--- src/rtl/step_timer_if.sv ---
// Host-side bundle for step_timer: run control, run parameters and timer status.
interface step_timer_if #(
  parameter int WIDTH   = 16,
  parameter int PULSE_W = 8
);
  logic               start;
  logic               abort;
  logic               hold;
  logic [WIDTH-1:0]   period;
  logic [PULSE_W-1:0] num_pulses;
  logic               busy;
  logic               step;
  logic               done;
  logic [WIDTH-1:0]   count;
  logic [PULSE_W-1:0] remaining;

  modport master (
    output start, abort, hold, period, num_pulses,
    input  busy, step, done, count, remaining
  );

  modport slave (
    input  start, abort, hold, period, num_pulses,
    output busy, step, done, count, remaining
  );
endinterface

--- src/rtl/step_timer.sv ---
// Programmable down-counting step-pulse timer with done strobe.
// Optional continuous mode (num_pulses==0) enabled by macro STEP_TIMER_CONTINUOUS_EN.
module step_timer #(
  parameter int WIDTH   = 16,
  parameter int PULSE_W = 8
) (
  input  logic      clk,
  input  logic      rst,
  step_timer_if.slave tif
);

  typedef enum logic [1:0] {IDLE, RUN, HOLD} state_t;

  state_t             state, state_n;
  logic [WIDTH-1:0]   cnt, cnt_n;
  logic [WIDTH-1:0]   per, per_n;
  logic [PULSE_W-1:0] rem, rem_n;
  logic               step_r, step_n;
  logic               done_r, done_n;
  logic               cont, cont_n;
  logic               reject;
  logic               cont_req;

`ifdef STEP_TIMER_CONTINUOUS_EN
  assign reject   = (tif.period == '0);
  assign cont_req = (tif.num_pulses == '0);
`else
  assign reject   = (tif.period == '0) || (tif.num_pulses == '0);
  assign cont_req = 1'b0;
`endif

  always_ff @(posedge clk or negedge rst) begin
    if (!rst) begin
      state  <= IDLE;
      cnt    <= '0;
      per    <= '0;
      rem    <= '0;
      step_r <= 1'b0;
      done_r <= 1'b0;
      cont   <= 1'b0;
    end else begin
      state  <= state_n;
      cnt    <= cnt_n;
      per    <= per_n;
      rem    <= rem_n;
      step_r <= step_n;
      done_r <= done_n;
      cont   <= cont_n;
    end
  end

  always_comb begin
    state_n = state;
    cnt_n   = cnt;
    per_n   = per;
    rem_n   = rem;
    cont_n  = cont;
    step_n  = 1'b0;
    done_n  = 1'b0;
    case (state)
      IDLE: begin
        if (tif.start && !tif.abort) begin
          if (reject) begin
            done_n = 1'b1;
          end else begin
            state_n = RUN;
            cnt_n   = tif.period - 1'b1;
            per_n   = tif.period;
            rem_n   = cont_req ? '0 : tif.num_pulses;
            cont_n  = cont_req;
          end
        end
      end
      RUN, HOLD: begin
        if (tif.abort) begin
          state_n = IDLE;
          cnt_n   = '0;
          rem_n   = '0;
          cont_n  = 1'b0;
        end else if (tif.hold) begin
          state_n = HOLD;
        end else begin
          // Leaving HOLD also counts on that edge, so pause cycles add exactly to spacing.
          state_n = RUN;
          if (cnt != '0) begin
            cnt_n = cnt - 1'b1;
          end else begin
            step_n = 1'b1;
            cnt_n  = per - 1'b1;
            if (!cont) begin
              rem_n = rem - 1'b1;
              if (rem == PULSE_W'(1)) begin
                state_n = IDLE;
                done_n  = 1'b1;
                cnt_n   = '0;
              end
            end
          end
        end
      end
      default: state_n = IDLE;
    endcase
  end

  assign tif.busy      = (state != IDLE);
  assign tif.step      = step_r;
  assign tif.done      = done_r;
  assign tif.count     = cnt;
  assign tif.remaining = rem;

endmodule

--- src/flat_wrapper.sv ---
// flat-port wrapper written by rule: the top's interface ports become plain ports
module step_timer_flat 
#(
  parameter int WIDTH   = 16,
  parameter int PULSE_W = 8
)
  (clk, rst, tif_start, tif_abort, tif_hold, tif_period, tif_num_pulses, tif_busy, tif_step, tif_done, tif_count, tif_remaining);
  step_timer_if #(.WIDTH(WIDTH), .PULSE_W(PULSE_W)) tif_i ();
  input  logic clk;
  input  logic rst;
  input wire logic [$bits(tif_i.start)-1:0] tif_start;
  input wire logic [$bits(tif_i.abort)-1:0] tif_abort;
  input wire logic [$bits(tif_i.hold)-1:0] tif_hold;
  input wire logic [$bits(tif_i.period)-1:0] tif_period;
  input wire logic [$bits(tif_i.num_pulses)-1:0] tif_num_pulses;
  output wire logic [$bits(tif_i.busy)-1:0] tif_busy;
  output wire logic [$bits(tif_i.step)-1:0] tif_step;
  output wire logic [$bits(tif_i.done)-1:0] tif_done;
  output wire logic [$bits(tif_i.count)-1:0] tif_count;
  output wire logic [$bits(tif_i.remaining)-1:0] tif_remaining;
  assign tif_i.start = tif_start;
  assign tif_i.abort = tif_abort;
  assign tif_i.hold = tif_hold;
  assign tif_i.period = tif_period;
  assign tif_i.num_pulses = tif_num_pulses;
  assign tif_busy = tif_i.busy;
  assign tif_step = tif_i.step;
  assign tif_done = tif_i.done;
  assign tif_count = tif_i.count;
  assign tif_remaining = tif_i.remaining;
  step_timer #(.WIDTH(WIDTH), .PULSE_W(PULSE_W)) u_core (.clk(clk), .rst(rst), .tif(tif_i));
endmodule
--- config.mk ---
export PLATFORM = sky130hd
export DESIGN_NAME = step_timer_flat
export DESIGN_NICKNAME = d
export VERILOG_FILES = /design/src/rtl/step_timer_if.sv /design/src/rtl/step_timer.sv /design/src/flat_wrapper.sv
export SDC_FILE = /design/constraint.sdc
export NUM_CORES = 1
export LEC_CHECK = 0
export BUFFER_PORTS_ARGS = -buffer_cell sky130_fd_sc_hd__buf_2
export CAP_MARGIN = 20
export CELL_PAD_IN_SITES_DETAIL_PLACEMENT = 1
export CELL_PAD_IN_SITES_GLOBAL_PLACEMENT = 2
export CORE_UTILIZATION = 34
export CTS_CLUSTER_SIZE = 40
export DETAILED_ROUTE_END_ITERATION = 8
export HOLD_SLACK_MARGIN = 0.02
export PLACE_DENSITY = 0.77
export SYNTH_ARGS = -nofsm -noshare
export SYNTH_HDL_FRONTEND = slang
export SYNTH_SLANG_ARGS = --single-unit
--- constraint.sdc ---
create_clock -name clk -period 2.7 [get_ports clk]
set_input_delay 0.27 -clock clk [delete_from_list [all_inputs] [get_ports clk]]
set_output_delay 0.27 -clock clk [all_outputs]
set_load 0.005 [all_outputs]
# After elaboration in Yosys (flattened, before gate mapping)
# Cells that the tools add are included.
op_classes:
  reduce_logical: 15
  n_lt_le_gt_ge: 0
  n_eq_ne: 9
  n_addsub: 4
  mul: 0
  muxes: 39
  bitwise_logic: 1
  shifts: 0
  div: 0
ops:
  columns: ["operator", "count"]
  rows:
  - ["$mux 16", 7]
  - ["$mux 8", 6]
  - ["$sub 16x1->16 const B", 3]
  - ["$pmux 16 s2", 1]
  - ["$logic_not 16->1", 1]
  - ["$pmux 8 s2", 1]
  - ["$reduce_bool 16->1", 1]
  - ["$mux 1", 15]
  - ["$mux 2", 6]
  - ["$ne 3x3->1 const B", 3]
  - ["$eq 8x1->1 const B", 1]
  - ["$logic_not 8->1", 1]
  - ["$reduce_and 4->1", 2]
  - ["$sub 8x1->8 const B", 1]
  - ["$reduce_and 6->1", 1]
  - ["$ne 2x2->1 const B", 2]
  - ["$pmux 1 s2", 2]
  - ["$pmux 2 s2", 1]
  - ["$reduce_bool 2->1", 2]
  - ["$reduce_and 3->1", 1]
  - ["$eq 2x1->1 const B", 1]
  - ["$eq 2x2->1 const B", 1]
  - ["$logic_not 2->1", 1]
  - ["$ne 2x1->1 const B", 1]
  - ["other kinds (6)", 6]
word_totals:
  ramBits: 0
  latchBits: 0
  elab_cells: 75
  regBits: 45
  mem_bits_ro: 0
  n_memories: 0
  output_inout_bits: 27
  in_bits: 29

# Logic depth before layout (Yosys ltp)
depth:
  depth_word: 7
  depth_mapped: 9

# Worst setup path after synthesis
# OpenSTA, ideal clock, no wires.
synth_timing:
  kind: "register -> register"
  from: "reg u_core.per[0]"
  to: "reg u_core.cnt[12], in the netlist u_core.tif.count[12]"
  n_path_buf: 1
  path_slack_ns: 0.549
  t_arrival_ns: 2.025
  stages_incl_launch_ff: 10
  path_cell_list: "dfrtp_1 > inv_1 > ha_1 > or4b_1 > buf_2 > nand2b_4 > nor4_4 > xnor2_1 > o21ai_0 > a311o_1"
synth_via:
  elab_chain_len: 7
synth_rtl:
  columns: ["item", "line", "source"]
  rows:
  - ["from (decl)", "step_timer.sv:16", "logic [WIDTH-1:0] per, per_n;"]
  - ["from (signal assigned)", "step_timer.sv:44", "per <= per_n;"]
  - ["$sub 16x1->16 (*)", "step_timer.sv:89", "cnt_n = per - 1'b1;"]
  - ["$mux 16", "step_timer.sv:92", "if (rem == PULSE_W'(1)) begin"]
  - ["$mux 16 (*)", "step_timer.sv:90", "if (!cont) begin"]
  - ["$mux 16 (*)", "step_timer.sv:85", "if (cnt != '0) begin"]
  - ["$mux 16 (*)", "step_timer.sv:80", "end else if (tif.hold) begin"]
  - ["$mux 16 (*)", "step_timer.sv:75", "if (tif.abort) begin"]
  - ["$pmux 16 s2 (*)", "step_timer.sv:60", "case (state)"]
  - ["to (signal assigned)", "step_timer.sv:43", "cnt <= cnt_n;"]
  - ["to (decl)", "step_timer.sv:15", "logic [WIDTH-1:0] cnt, cnt_n;"]
# Every way passes the cells marked *; elsewhere a longest branch is shown, timed or not. The select of a mux whose other input is x is not followed.
# A chain may end at the register's enable or synchronous reset.

# Final worst setup path
layout_timing:
  from: "reg u_core.per[0]"
  to: "reg u_core.cnt[10], in the netlist u_core.tif.count[10]"
# Same word-level chain as after synthesis.

==> impl_metrics.py <==
metrics = {
    "outcome": {
        "status": "completed",
    },
    "synth": {
        "synth_fp_nets": 408,
        "ys_warn_count": 0,
        "ys_async_sr_fraction_pct": 100,
        "synth_cell_types": 63,
        "ys_ff_latch": 44,
        "seq_area_frac_synth_pct": 33.8,
        "synth_top_flop_cell": "dfrtp_1",
        "synth_enable_flop_cells": 0,
        "mappedNetlistArea_um2": 3260,
        "syn_avg_cell_area_um2": 8.78,
        "postSynthCellCount": 371,
    },
    "cts": {
        "post_cts.repair.setup_buffers": 0,
        "cts_buffer_depth": 2,
        "cts_max_level": 2,
        "path_clk_slew_ns": 0.09,
        "tritoncts": "done",
        "clock_latency_ns": 0.30,
        "cts_buffers": 5,
        "cts_sinks": 44,
        "clockRootBuffer": "clkbuf_8",
    },
    "worst_setup_path": {
        "endpoint_kind": "register",
        "path_max_fanout": 6,
        "timing.critical_path.slowest_stage_cell": "or4b_1",
        "crit_path_start": "u_core.per[0]",
        "critPathKind": "register to register",
        "cp-start-kind": "register",
        "path_cells": "inv_1 > ha_1 > or4b_1 > nor3_1 > xnor2_1 > o21ai_0 > a32oi_1 > a21oi_1",
        "r2r_start": "u_core.per[0]",
        "worstPathArrival_ns": 2.65,
        "critPathRequiredTime_ns": 2.89,
        "max_stage_delay_ns": 0.61,
    },
    "sta": {
        "relSlewSlack_pct": 37.8,
        "skew_ns": 0.00677,
        "period_share_pct": 91.1,
        "rsz0062_at_grt": "no",
        "slew_viol_final": 0,
        "tightest_slew_ns": 0.932,
        "setup_tns_ns": 0,
        "setup_viol": 0,
        "fmax_mhz": 406,
        "hold_viol": 0,
        "fin_crit_ns": 2.46,
    },
    "drt": {
        "vias": 3101,
        "wl_um": 10500,
        "drt-initial-drc-count": 152,
        "ant_nets": 0,
        "wire_per_inst_um": 18.7,
        "drt-vias-per-instance": 5.51,
        "drtPass1Iterations": 4,
        "route.detailed.drc": 0,
    },
    "global_route": {
        "grt_pass1_vias": 3096,
        "grt.total_usage_pct": 22.4,
        "grt_first_pass_wirelength_um": 17300,
        "grt_overflow": 0,
        "grt_max_degree": 45,
        "antenna_found_initial": 0,
    },
    "power_and_ir_drop": {
        "peakVddDrop_mv": 0.327,
        "p_leak_nw": 1.56,
        "swShare_pct": 48.2,
        "p_clk_share_pct": 10.9,
        "seqPwrFrac_pct": 36.7,
        "comb_power_share_pct": 52.4,
        "p_int_mw": 2.12,
        "switching_power_mw": 1.97,
        "power_density_nw_per_um2": 1070,
    },
    "die": {
        "die_width_um": 99.9,
        "start_util_pct": 35.2,
        "row_count": 35,
        "core_um2": 9240,
        "die-height_um": 99.9,
        "dieArea_um2": 9970,
        "num_io_pins": 56,
    },
    "finish": {
        "final_nets": 470,
        "final_util_pct": 41.4,
        "drive_gt1_share_pct": 23.0,
        "area_growth_pct": 17.5,
        "nFillCells": 1131,
        "layout_commonest_cell": "buf_2",
        "diodes": 0,
        "final_cell_mix": "55 x buf_2, 44 x dfrtp_1, 34 x nor2_1, 31 x nand2_1, 24 x o21ai_0",
    },
    "flow_run": {
        "cap_violations": 0,
    },
    "place": {
        "dpl.hpwl_um": 7950,
        "port_buffers": 55,
        "gp_congestion": 0.878,
    },
    "hold_path": {
        "hold_start": "tif_num_pulses[6]",
        "hp-class": "primary input to register",
    },
}
critical path, delay by kind of cell, from the launching register on:
family	cells	cell delay (ns)
AOI/OAI and AO/OA	3	0.51
xor gates and xnor gates	1	0.16
and+or+nand+nor	2	0.91
adders and majority gates	1	0.22
buffers and inverters	1	0.12
DFF	1	0.41
per-stage QoR:
step | setup slack, ns | total power [mW] | hold WS (ns) | instance area [um2] | instances
4_1_cts | 0.213 | 4.09 | 0.188 | 3790 | 561
5_1_grt | 0.0736 | 4.44 | 0.244 | 3830 | 563
2_1_floorplan | 0.549 | 2.81 | -0.0256 | 3260 | 371
3_3_place_gp | 0.280 | 3.57 | 0.523 | 3700 | 553
3_5_place_dp | 0.207 | 3.62 | 0.519 | 3700 | 553
6_report | 0.239 | 4.09 | 0.224 | 3830 | 563
power by group through the flow:
stage / registers [mW] / clock network, mW / logic (mW)
final: 1.50 / 0.447 / 2.14
after floorplan: 1.38 / 0 / 1.43
after CTS: 1.49 / 0.465 / 2.13
after global placement: 1.49 / 0 / 2.08
after global routing: 1.58 / 0.489 / 2.38
after detailed placement: 1.50 / 0 / 2.11
flip-flops by register name, indices dropped and copies added, names as in the netlist:
register              cells
u_core.per               16
u_core.tif.count         16
u_core.tif.remaining      8
u_core.state              2
u_core.tif.done           1
u_core.tif.step           1
cells in the mapped netlist, types with 3 or more instances:
cell | number | share of area (%)
inv_1 | 14 | 1.6
a21oi_1 | 22 | 3.4
nor3_1 | 22 | 3.4
o22a_1 | 3 | 0.81
o22ai_1 | 3 | 0.58
a32oi_1 | 3 | 0.81
nor2_1 | 34 | 3.9
ha_1 | 8 | 3.1
a22oi_1 | 3 | 0.69
mux2i_1 | 4 | 1.2
o21ai_0 | 24 | 3.7
buf_2 | 4 | 0.61
xor2_1 | 13 | 3.5
nand2_1 | 31 | 3.6
nor4_4 | 3 | 2.0
or3_1 | 6 | 1.2
xnor2_1 | 19 | 5.1
nor2b_1 | 4 | 0.77
a31oi_1 | 8 | 1.5
nor4_1 | 12 | 2.3
mux2_2 | 14 | 4.8
nand3_1 | 13 | 2.0
nand4_1 | 7 | 1.3
clkbuf_1 | 5 | 0.58
dfrtp_1 | 44 | 34
final timing paths:
kind / endpoint / slack (ns) / cells after the start
worst min register to register: u_core.per[15] / 0.57 / 1
min in group asynchronous: u_core.tif.remaining[6] / 0.43 / 2
worst min-delay path: u_core.tif.remaining[6] / 0.22 / 3
max in group asynchronous: u_core.per[11] / 1.77 / 3
worst max-delay path: u_core.tif.count[10] / 0.24 / 8
worst max register to register: u_core.tif.count[10] / 0.24 / 8
final cells by class:
cell class	instances	area (um2)	share of cell area [%]
well taps	129	161	4.22
clock buffers	8	90.1	2.35
multi-input cells	300	2030	53.1
inverters	14	52.6	1.37
flip-flops and latches	44	1100	28.8
repair buffers	68	388	10.1
timing repair:
item                                    4_1_cts  5_1_grt
hold endpoints to repair                      0       16
resized for setup                             0        1
hold buffers                                  0        1
endpoints found under the setup margin        0        1
cell families after synthesis:
logic type | count (synthesis) | synth area share, %
and+or+nand+nor | 151 | 26.0
AOI/OAI and AO/OA | 91 | 18.5
DFF | 44 | 33.8
xor gates and xnor gates | 32 | 8.61
buffers and inverters | 27 | 3.96
muxes | 18 | 6.07
adders and majority gates | 8 | 3.07
per-layer routing:
metal / track usage (%) / part of all wire, % / vias to the layer above
li1: - / - / 1504
met1: 33.4 / 50 / 1520
met2: 35.0 / 45 / 69
met3: 2.23 / 4.1 / 8
met4: 4.41 / 0.86 / 0
met5: 0 / 0 / -
Note: power is estimated with default switching activity, not from simulation.
